## src/rtl/mem_pkg.sv

```systemverilog
// Shared types and constants for the parametrised 1W/1R RAM with March BIST.
package mem_pkg;

    // BIST sequencer states, in the order a run visits them.
    typedef enum logic [2:0] {
        IDLE,
        W0,
        R0W1,
        R1W0,
        R0,
        DONE
    } bist_state_e;

    // Fill bits for the March patterns; replicate to the data width at the point of use.
    localparam logic MEM_PAT0 = 1'b0;
    localparam logic MEM_PAT1 = 1'b1;

    // Supported read latencies.
    localparam int RD_LAT_MIN = 1;
    localparam int RD_LAT_MAX = 2;

endpackage

```

## src/rtl/mem_bist_ctrl.sv

```systemverilog
// March BIST sequencer: W0, R0W1 (up), R1W0 (down), R0 (up). Issues array
// requests, compares read-back data and keeps a sticky fail flag plus the
// address of the first miscompare.
module mem_bist_ctrl
    import mem_pkg::*;
#(
    parameter int DATA_W = 64,
    parameter int DEPTH  = 8,
    parameter int ADDR_W = $clog2(DEPTH),
    parameter int RD_LAT = 2
) (
    input  logic              clk,
    input  logic              rst,
    input  logic              bist_start,
    input  logic [DATA_W-1:0] ram_q,
    output logic              bist_wr_en,
    output logic              bist_rd_en,
    output logic [ADDR_W-1:0] bist_addr,
    output logic [DATA_W-1:0] bist_wr_data,
    output logic              bist_busy,
    output logic              bist_done,
    output logic              bist_fail,
    output logic [ADDR_W-1:0] bist_fail_addr
);

    localparam logic [ADDR_W-1:0] LAST_ADDR = ADDR_W'(DEPTH - 1);
    // Read data is checked RD_LAT cycles after the read is issued.
    localparam logic [1:0]        CMP_CNT   = 2'(RD_LAT);
    localparam logic [DATA_W-1:0] PAT0      = {DATA_W{MEM_PAT0}};
    localparam logic [DATA_W-1:0] PAT1      = {DATA_W{MEM_PAT1}};

    bist_state_e       state_reg, state_next;
    logic [ADDR_W-1:0] addr_reg, addr_next;
    logic [1:0]        cnt_reg, cnt_next;
    logic              fail_reg, fail_next;
    logic [ADDR_W-1:0] fail_addr_reg, fail_addr_next;
    logic              cmp_en;
    logic [DATA_W-1:0] cmp_exp;

    assign bist_addr      = addr_reg;
    assign bist_busy      = (state_reg != IDLE) && (state_reg != DONE);
    assign bist_done      = (state_reg == DONE);
    assign bist_fail      = fail_reg;
    assign bist_fail_addr = fail_addr_reg;

    // State, address/latency counters and fail capture registers.
    always_ff @(posedge clk or posedge rst) begin
        if (rst) begin
            state_reg     <= IDLE;
            addr_reg      <= '0;
            cnt_reg       <= '0;
            fail_reg      <= 1'b0;
            fail_addr_reg <= '0;
        end else begin
            state_reg     <= state_next;
            addr_reg      <= addr_next;
            cnt_reg       <= cnt_next;
            fail_reg      <= fail_next;
            fail_addr_reg <= fail_addr_next;
        end
    end

    // Next-state sequencing, array requests and read-back comparison.
    always_comb begin
        state_next     = state_reg;
        addr_next      = addr_reg;
        cnt_next       = cnt_reg;
        fail_next      = fail_reg;
        fail_addr_next = fail_addr_reg;
        bist_wr_en     = 1'b0;
        bist_rd_en     = 1'b0;
        bist_wr_data   = PAT0;
        cmp_en         = 1'b0;
        cmp_exp        = PAT0;

        case (state_reg)
            IDLE, DONE: begin
                if (bist_start) begin
                    state_next     = W0;
                    addr_next      = '0;
                    cnt_next       = '0;
                    fail_next      = 1'b0;
                    fail_addr_next = '0;
                end
            end
            W0: begin
                bist_wr_en = 1'b1;
                if (addr_reg == LAST_ADDR) begin
                    state_next = R0W1;
                    addr_next  = '0;
                end else begin
                    addr_next = addr_reg + 1'b1;
                end
            end
            R0W1, R1W0, R0: begin
                bist_rd_en = (cnt_reg == 2'd0);
                cmp_exp    = (state_reg == R1W0) ? PAT1 : PAT0;
                if (cnt_reg == CMP_CNT) begin
                    // Compare and write-back share the last cycle of each address slot.
                    cmp_en       = 1'b1;
                    cnt_next     = '0;
                    bist_wr_en   = (state_reg != R0);
                    bist_wr_data = (state_reg == R0W1) ? PAT1 : PAT0;
                    case (state_reg)
                        R0W1: begin
                            if (addr_reg == LAST_ADDR) begin
                                state_next = R1W0;
                                addr_next  = LAST_ADDR;
                            end else begin
                                addr_next = addr_reg + 1'b1;
                            end
                        end
                        R1W0: begin
                            if (addr_reg == '0) begin
                                state_next = R0;
                                addr_next  = '0;
                            end else begin
                                addr_next = addr_reg - 1'b1;
                            end
                        end
                        default: begin
                            if (addr_reg == LAST_ADDR) begin
                                state_next = DONE;
                            end else begin
                                addr_next = addr_reg + 1'b1;
                            end
                        end
                    endcase
                end else begin
                    cnt_next = cnt_reg + 1'b1;
                end
            end
            default: state_next = IDLE;
        endcase

        if (cmp_en && (ram_q != cmp_exp)) begin
            fail_next = 1'b1;
            if (!fail_reg) begin
                fail_addr_next = addr_reg;
            end
        end
    end

endmodule

```

## src/rtl/mem_ram_2p_bist.sv

```systemverilog
// Parametrised 1W/1R synchronous RAM with RD_LAT-cycle read pipeline and an
// embedded March BIST engine that takes over the array while it runs.
module mem_ram_2p_bist
    import mem_pkg::*;
#(
    parameter int DATA_W = 64,
    parameter int DEPTH  = 8,
    parameter int ADDR_W = $clog2(DEPTH),
    parameter int RD_LAT = 2
) (
    input  logic              clk,
    input  logic              rst,
    input  logic              mem_wr_en,
    input  logic [ADDR_W-1:0] mem_wr_addr,
    input  logic [DATA_W-1:0] mem_wr_data,
    input  logic              mem_rd_en,
    input  logic [ADDR_W-1:0] mem_rd_addr,
    output logic [DATA_W-1:0] mem_rd_data,
    output logic              mem_rd_valid,
    input  logic              bist_start,
    output logic              bist_busy,
    output logic              bist_done,
    output logic              bist_fail,
    output logic [ADDR_W-1:0] bist_fail_addr
);

    // Out-of-range latencies collapse to the nearest supported value.
    localparam int              LAT     = (RD_LAT <= RD_LAT_MIN) ? RD_LAT_MIN : RD_LAT_MAX;
    localparam logic [ADDR_W:0] DEPTH_L = (ADDR_W + 1)'(DEPTH);

    logic              bist_wr_en, bist_rd_en;
    logic [ADDR_W-1:0] bist_addr;
    logic [DATA_W-1:0] bist_wr_data;
    logic              ram_wr_en, ram_rd_en;
    logic [ADDR_W-1:0] ram_wr_addr, ram_rd_addr;
    logic [DATA_W-1:0] ram_wr_data;
    logic              wr_in_range, rd_in_range;

    logic [DATA_W-1:0] mem_array [DEPTH];
    logic [DATA_W-1:0] ram_q_reg;
    logic [DATA_W-1:0] ram_q;
    logic              range_q_reg;
    logic              v0_reg;
    logic [DATA_W-1:0] last_data;
    logic              last_valid;
    logic [DATA_W-1:0] rd_data_reg;
    logic              rd_valid_reg;

    mem_bist_ctrl #(
        .DATA_W (DATA_W),
        .DEPTH  (DEPTH),
        .ADDR_W (ADDR_W),
        .RD_LAT (LAT)
    ) u_bist (
        .clk            (clk),
        .rst            (rst),
        .bist_start     (bist_start),
        .ram_q          (ram_q),
        .bist_wr_en     (bist_wr_en),
        .bist_rd_en     (bist_rd_en),
        .bist_addr      (bist_addr),
        .bist_wr_data   (bist_wr_data),
        .bist_busy      (bist_busy),
        .bist_done      (bist_done),
        .bist_fail      (bist_fail),
        .bist_fail_addr (bist_fail_addr)
    );

    // Array port mux: BIST owns the array while busy, functional ports otherwise.
    always_comb begin
        ram_wr_en   = bist_busy ? bist_wr_en   : mem_wr_en;
        ram_wr_addr = bist_busy ? bist_addr    : mem_wr_addr;
        ram_wr_data = bist_busy ? bist_wr_data : mem_wr_data;
        ram_rd_en   = bist_busy ? bist_rd_en   : mem_rd_en;
        ram_rd_addr = bist_busy ? bist_addr    : mem_rd_addr;
        wr_in_range = ({1'b0, ram_wr_addr} < DEPTH_L);
        rd_in_range = ({1'b0, ram_rd_addr} < DEPTH_L);
    end

    // Storage and registered read port; read-before-write on address collision.
    always_ff @(posedge clk) begin
        if (ram_wr_en && wr_in_range) begin
            mem_array[ram_wr_addr] <= ram_wr_data;
        end
        if (ram_rd_en && rd_in_range) begin
            ram_q_reg <= mem_array[ram_rd_addr];
        end
    end

    // Out-of-range flag and functional request tag that travel with the array read.
    always_ff @(posedge clk or posedge rst) begin
        if (rst) begin
            range_q_reg <= 1'b0;
            v0_reg      <= 1'b0;
        end else begin
            if (ram_rd_en) begin
                range_q_reg <= rd_in_range;
            end
            v0_reg <= mem_rd_en && !bist_busy;
        end
    end

    assign ram_q = range_q_reg ? ram_q_reg : '0;

    generate
        if (LAT == 1) begin : g_lat1
            assign last_data  = ram_q;
            assign last_valid = v0_reg;
        end else begin : g_lat2
            logic [DATA_W-1:0] d1_reg;
            logic              v1_reg;

            // Extra pipeline stage for two-cycle read latency.
            always_ff @(posedge clk or posedge rst) begin
                if (rst) begin
                    d1_reg <= '0;
                    v1_reg <= 1'b0;
                end else begin
                    d1_reg <= ram_q;
                    v1_reg <= v0_reg && !bist_busy;
                end
            end

            assign last_data  = d1_reg;
            assign last_valid = v1_reg;
        end
    endgenerate

    // Output register: loads only on a functional completion, holds otherwise.
    always_ff @(posedge clk or posedge rst) begin
        if (rst) begin
            rd_data_reg  <= '0;
            rd_valid_reg <= 1'b0;
        end else begin
            rd_valid_reg <= last_valid && !bist_busy;
            if (last_valid && !bist_busy) begin
                rd_data_reg <= last_data;
            end
        end
    end

    assign mem_rd_data  = rd_data_reg;
    assign mem_rd_valid = rd_valid_reg && !bist_busy;

endmodule

```

## config.mk

```make
export PLATFORM = sky130hd
export DESIGN_NAME = mem_ram_2p_bist
export DESIGN_NICKNAME = d
export VERILOG_FILES = /design/src/rtl/mem_pkg.sv /design/src/rtl/mem_bist_ctrl.sv /design/src/rtl/mem_ram_2p_bist.sv
export SDC_FILE = /design/constraint.sdc
export NUM_CORES = 1
export LEC_CHECK = 0
export ABC_CLOCK_PERIOD_IN_PS = 6800
export CAP_MARGIN = 30
export CORE_MARGIN = 2
export CORE_UTILIZATION = 40
export DETAILED_ROUTE_END_ITERATION = 12
export PLACE_DENSITY = 0.68
export SLEW_MARGIN = 15
export SYNTH_ARGS = -nofsm -noshare
export SYNTH_HDL_FRONTEND = slang
export SYNTH_SLANG_ARGS = --single-unit
```

## constraint.sdc

```tcl
create_clock -name clk -period 6.8 [get_ports clk]
set_clock_uncertainty 0.1 [all_clocks]
set_input_delay 1.36 -clock clk [delete_from_list [all_inputs] [get_ports clk]]
set_output_delay 1.36 -clock clk [all_outputs]
set_load 0.1 [all_outputs]
```

==> results of run 1 <==
==> power groups by stage <==
stage / Sequential, uW / Clock, uW / Combinational, uW
finish: 7340 / 3590 / 4830
global route: 7450 / 3850 / 5200
CTS: 7330 / 3680 / 4900
detailed placement: 7410 / 0 / 4860
global placement: 7340 / 0 / 4720
floorplan: 7620 / 0 / 3120
==> final timing paths <==
check / from / to / slack [ns] / depth (start not counted)
setup / recovery: u_bist.state_reg[0] / bist_busy / 1.71 / 5
hold / removal: v0_reg / g_lat2.v1_reg / 0.36 / 1
setup reg to reg: u_bist.state_reg[0] / ram_q_reg[41] / 2.62 / 7
hold reg to reg: v0_reg / g_lat2.v1_reg / 0.36 / 1
max in group asynchronous: rst / u_bist.bist_addr[2] / 4.16 / 3
min in group asynchronous: rst / mem_rd_data[52] / 1.17 / 2
==> critical path: stages (launching register included) <==
cell and delay [ns]:
dfrtp_1 0.82, nor2b_1 0.21, nor3_4 0.26, buf_4 0.55
inv_1 0.18, clkdlybuf4s50_1 1.01
==> routing by layer <==
metal	GRT usage, %	wire (um)	up-vias
met5	0	27	-
met4	6.49	1800	4
met1	23.7	25200	7120
met3	3.38	4020	120
li1	-	-	5910
met2	28.0	30100	492
==> cell usage in the layout, fill, tap and decap left out, drive strengths merged, types with 13 or more instances in the layout <==
master           n
edfxtp         576
clkdlybuf4s50  145
dfrtp          144
mux2           132
mux4           128
clkbuf          90
and2            68
a21o            65
buf             36
nand4           35
nor4            22
nor2            19
clkinv          19
inv             14
nor3            13
==> through the flow <==
stage	power [uW]	instances	hold WS [ns]	cell area [um^2]
6_report	15800	2541	0.360	32700
5_1_grt	16500	2541	0.380	32700
4_1_cts	15900	2539	0.357	32600
3_5_place_dp	12300	2423	0.345	30500
3_3_place_gp	12100	2415	0.333	30300
2_1_floorplan	10700	1382	0.328	27800
==> layout make-up <==
cell class,instances,area [um^2]
Fill cell,5659,36000
Sequential cell,720,20900
Multi-Input combinational cell,581,6550
Timing Repair Buffer,182,1910
Clock buffer,89,1860
Tap cell,931,1160
Clock inverter,27,239
Inverter,11,46.3
==> cell families (layout without fill, tap and decap cells) <==
kind of cell / after synthesis / after routing
AOI/OAI and AO/OA: 109 / 109
xor gates and xnor gates: 1 / 1
adders and majority gates: 7 / 7
buffers and inverters: 81 / 309
DFF: 720 / 720
muxes: 267 / 267
and+or+nand+nor: 197 / 197
==> impl_metrics.tcl, run 1 <==
set metrics [dict create \
    p_leak_uw 0.0116 \
    status "complete, no violations" \
    cts_tree "done" \
    hold_violations 0 \
    syn_inst 1382 \
    slew_headroom_pct 32.9 \
    tightest_slew_ns 1.00 \
    syn_area_per_cell_um2 20.1 \
    clock-sinks 720 \
    pre_cts_ws_ns 2.30 \
    cts_hold_buf 0 \
    yosysTopAreaCell "edfxtp_1" \
    rsz0062_at_grt "false" \
    intPower_uw 10800 \
    grt_pass1_vias 14159 \
    synth_ff_type "edfxtp_1" \
    gp_congestion 0.802 \
    numCtsBuffers 67 \
    synth_edf_count 576 \
    yosysMostFrequentCell "edfxtp_1" \
    dieArea_mm2 0.0716 \
    synthXorXnorAreaFrac_pct 0.0315 \
    grt_use_total_pct 17.4 \
    cts.clk_slew.worst_paths_ns 0.06 \
    clk_path_buf_depth 3 \
    largest_reg_flops 512 \
    layout.nets 1644 \
    synth.area.mux_share_pct 16.0 \
    clkLatencyLatePin_ns 0.60 \
    synthSimpleGateAreaFrac_pct 4.17 \
    std_cell_rows 96 \
    syn-num-nets 1463 \
    pwr-share-clk_pct 22.8 \
    first_iter_violations 1173 \
    power.share.switching_pct 31.6 \
    grt_pass1_wl_um 92200 \
    power_frac_seq_pct 46.6 \
    synth_fa_ha_area_share_pct 0.306 \
    worstPathMaxFanout 45 \
    dr.pass1.iters 5 \
    yosysWarnings 0 \
    syn2layout_area_growth_pct 17.6 \
    p_comb_share_pct 30.6 \
    drive_above_1_share_pct 25.3 \
    postCtsSetupBuffers 0 \
    vias 13646 \
    drt-total-wl_um 61100 \
    fin_tns_setup_ns 0 \
    critPathKind "reg -> out" \
    ios 146 \
    globalRoute.totalOverflow 0 \
    start_util_pct 40.4 \
    power_density_mw_per_mm2 483 \
    die_x_um 268 \
    yosys-top-cells-count "edfxtp_1 (576), dfrtp_1 (144), mux2_2 (132)" \
    largest_register "mem_array" \
    coreArea_mm2 0.0687 \
    synth_seq_cells 720 \
    antenna_found_initial 4 \
    diodes 0 \
    synth_top_family_by_area "multiplexers" \
    dp_hpwl_um 38600 \
    synth_area_mm2 0.0278 \
    synthDistinctLibCells 44 \
    finalCritPeriodShare_pct 74.9 \
    synth-compound-area-share_pct 2.76 \
    synth_area_leaders "edfxtp_1 (62%), dfrtp_1 (13%), mux4_2 (10%)" \
    h-tree-depth 3 \
    slew_viol_final 0 \
    fp.dieH_um 268 \
    root_buffer "clkbuf_16" \
    required_ns 5.34 \
    io_buffer_count 145 \
    wl_per_cell_um 24.1 \
    synth_top_area_share_pct 62.3 \
    cp-end-kind "output pin" \
    grt_max_degree 86 \
    peakVddDrop_mv 0.289 \
    arrival_ns 3.63 \
    remaining_drc_errors 0 \
    ctsResizeCount 0 \
    ant_nets 0 \
    start_kind "flip-flop" \
    clock.fmax_mhz 196 \
    drv_cap 0 \
    ys_seq_area_share_pct 75.2 \
    vias_per_cell 5.37 \
    p_switching_uw 4990 \
    final.setup.worst_slack_ns 1.71 \
    min_period_ns 5.09 \
    min_path_type "reg -> reg" \
    async_reset_ff_share_pct 20.0 \
    setup_violations 0 \
    postLayoutCoreUtil_pct 47.6 \
]
(Power assumes the default switching activity.)
==> run 2: changes to the inputs <==
Settings changed: ABC_CLOCK_PERIOD_IN_PS 6800 to 5000.
Clock period 6.8 ns to 5 ns, I/O delays scaled along.
==> run 2 against run 1 <==
Compared with the run above: total power is 36% higher; setup slack lost 0.95 ns; worst hold slack worse by 0.0078 ns; register-to-register slack got worse by 1.3 ns; largest power group unchanged; highest routed layer unchanged; cell count increased by 0.16%; die area stayed put; count of clock-buffer cells in the layout fell by 3; critical path depth unchanged; sequential power rose by 36%.
==> impl_metrics.tcl, run 2 (synthesis results as in run 1) <==
set metrics [dict create \
    postCtsSetupBuffers 0 \
    p_leak_uw 0.0116 \
    power_density_mw_per_mm2 654 \
    coreArea_mm2 0.0687 \
    clk_path_buf_depth 3 \
    dr.pass1.iters 5 \
    syn2layout_area_growth_pct 17.9 \
    slew_viol_final 0 \
    ant_nets 0 \
    critical_path.startpoint "u_bist.state_reg[2]" \
    arrival_ns 3.14 \
    drt-total-wl_um 62200 \
    worst_hold_slack_ns 0.353 \
    io_buffer_count 145 \
    die_x_um 268 \
    setup_violations 0 \
    dieArea_mm2 0.0716 \
    first_iter_violations 1253 \
    min-delay-start "v0_reg" \
    finalCritPeriodShare_pct 84.8 \
    crit_chain "nor2b_1 -> nor3_4 -> buf_4 -> inv_1 -> clkdlybuf4s50_1" \
    multi_input_area_mm2 0.00655 \
    slew_headroom_pct 33.1 \
    slowest_delay_ns 1.13 \
    grt_use_total_pct 17.6 \
    fin_tns_setup_ns 0 \
    cts.clk_slew.worst_paths_ns 0.06 \
    ios 146 \
    diodes 0 \
    largest_register "mem_array" \
    required_ns 3.90 \
    critPathKind "reg -> out" \
    hold_violations 0 \
    rsz0062_at_grt "false" \
    std_cell_rows 96 \
    grt_pass1_wl_um 92700 \
    tightest_slew_ns 1.00 \
    status "complete, no violations" \
    vias_per_cell 5.40 \
    clkLatencyLatePin_ns 0.60 \
    cts_tree "done" \
    drv_cap 0 \
    grt_max_degree 108 \
    wl_per_cell_um 24.4 \
    globalRoute.totalOverflow 0 \
    root_buffer "clkbuf_16" \
    numCtsBuffers 67 \
    antenna_found_initial 2 \
    cts_hold_buf 0 \
    layout_commonest_cell "edfxtp_1" \
    largest_reg_flops 512 \
    ctsResizeCount 0 \
    drive_above_1_share_pct 25.3 \
    layout_common_cells "edfxtp_1 (576), dfrtp_1 (144), clkdlybuf4s50_1 (144)" \
    nFillCells 5645 \
    min_path_type "reg -> reg" \
    layout.nets 1653 \
    remaining_drc_errors 0 \
    worstPathMaxFanout 21 \
    r2r_start "u_bist.state_reg[0]" \
    cp-end-kind "output pin" \
    clock.fmax_mhz 236 \
    clock-sinks 720 \
    crit_path_top_delay_cell "clkdlybuf4s50_1" \
    h-tree-depth 3 \
    start_kind "flip-flop" \
    peakVddDrop_mv 0.341 \
    seq_area_mm2 0.0209 \
    min_period_ns 4.24 \
    grt_pass1_vias 14206 \
    fp.dieH_um 268 \
    start_util_pct 40.4 \
    vias 13754 \
    gp_congestion 0.834 \
    dp_hpwl_um 38100 \
]
-- run 2: cell types whose count changed in the layout (fill, tap and decap cells not counted), moves of 3 or more --
cell	before	now
buf_12	2	19
buf_4	26	22
buf_16	8	5
clkbuf_16	71	68
clkinv_1	8	11
clkinv_2	9	6
-- run 2: per-stage QoR --
step	util (%)	area [um^2]	total power (uW)	setup WS (ns)	cells
3_3_place_gp	44.6	30600	16700	1.39	2428
3_5_place_dp	44.8	30800	16900	1.32	2433
5_1_grt	47.7	32800	22300	0.627	2545
6_report	47.7	32800	21400	0.760	2545
2_1_floorplan	-	27800	14600	0.0337	1382
4_1_cts	47.6	32700	21600	0.727	2544
-- run 2: worst max-delay path: cells and delay by family (launching register included) --
family | cells | cell delay, ns
flip-flops | 1 | 0.76
AND/OR/NAND/NOR | 2 | 0.42
buffers and inverters | 3 | 1.37
-- run 2: path summary, 6_finish.rpt --
check | to | slack [ns] | depth (start not counted)
min in group asynchronous | mem_rd_data[45] | 0.61 | 2
setup reg to reg | ram_q_reg[20] | 1.33 | 7
max in group asynchronous | mem_rd_data[8] | 3.15 | 4
setup / recovery | bist_busy | 0.76 | 5
hold / removal | g_lat2.v1_reg | 0.35 | 1
hold reg to reg | g_lat2.v1_reg | 0.35 | 1
-- run 2: final cells by class --
| cell class | count | share of cell area (%) |
|---|---|---|
| Clock buffer | 86 | 5.44 |
| Clock inverter | 25 | 0.539 |
| Inverter | 11 | 0.141 |
| Multi-Input combinational cell | 581 | 20.0 |
| Sequential cell | 720 | 63.8 |
| Tap cell | 931 | 3.56 |
| Timing Repair Buffer | 191 | 6.50 |
-- run 2: power by group --
group | total, uW | leakage [uW] | internal, uW | switching [uW]
registers | 9990 | 0.00722 | 9030 | 955
logic | 6750 | 0.00346 | 2980 | 3780
clock network | 4660 | 0.000956 | 2610 | 2050
total | 21400 | 0.0116 | 14600 | 6780
-- run 2: metal layers --
| layer | vias up | GRT usage (%) | wire (um) |
|---|---|---|---|
| li1 | 5928 | - | - |
| met1 | 7290 | 23.8 | 26200 |
| met2 | 441 | 29.3 | 31200 |
| met3 | 93 | 2.33 | 3070 |
| met4 | 2 | 6.48 | 1670 |
| met5 | - | 0 | 12 |
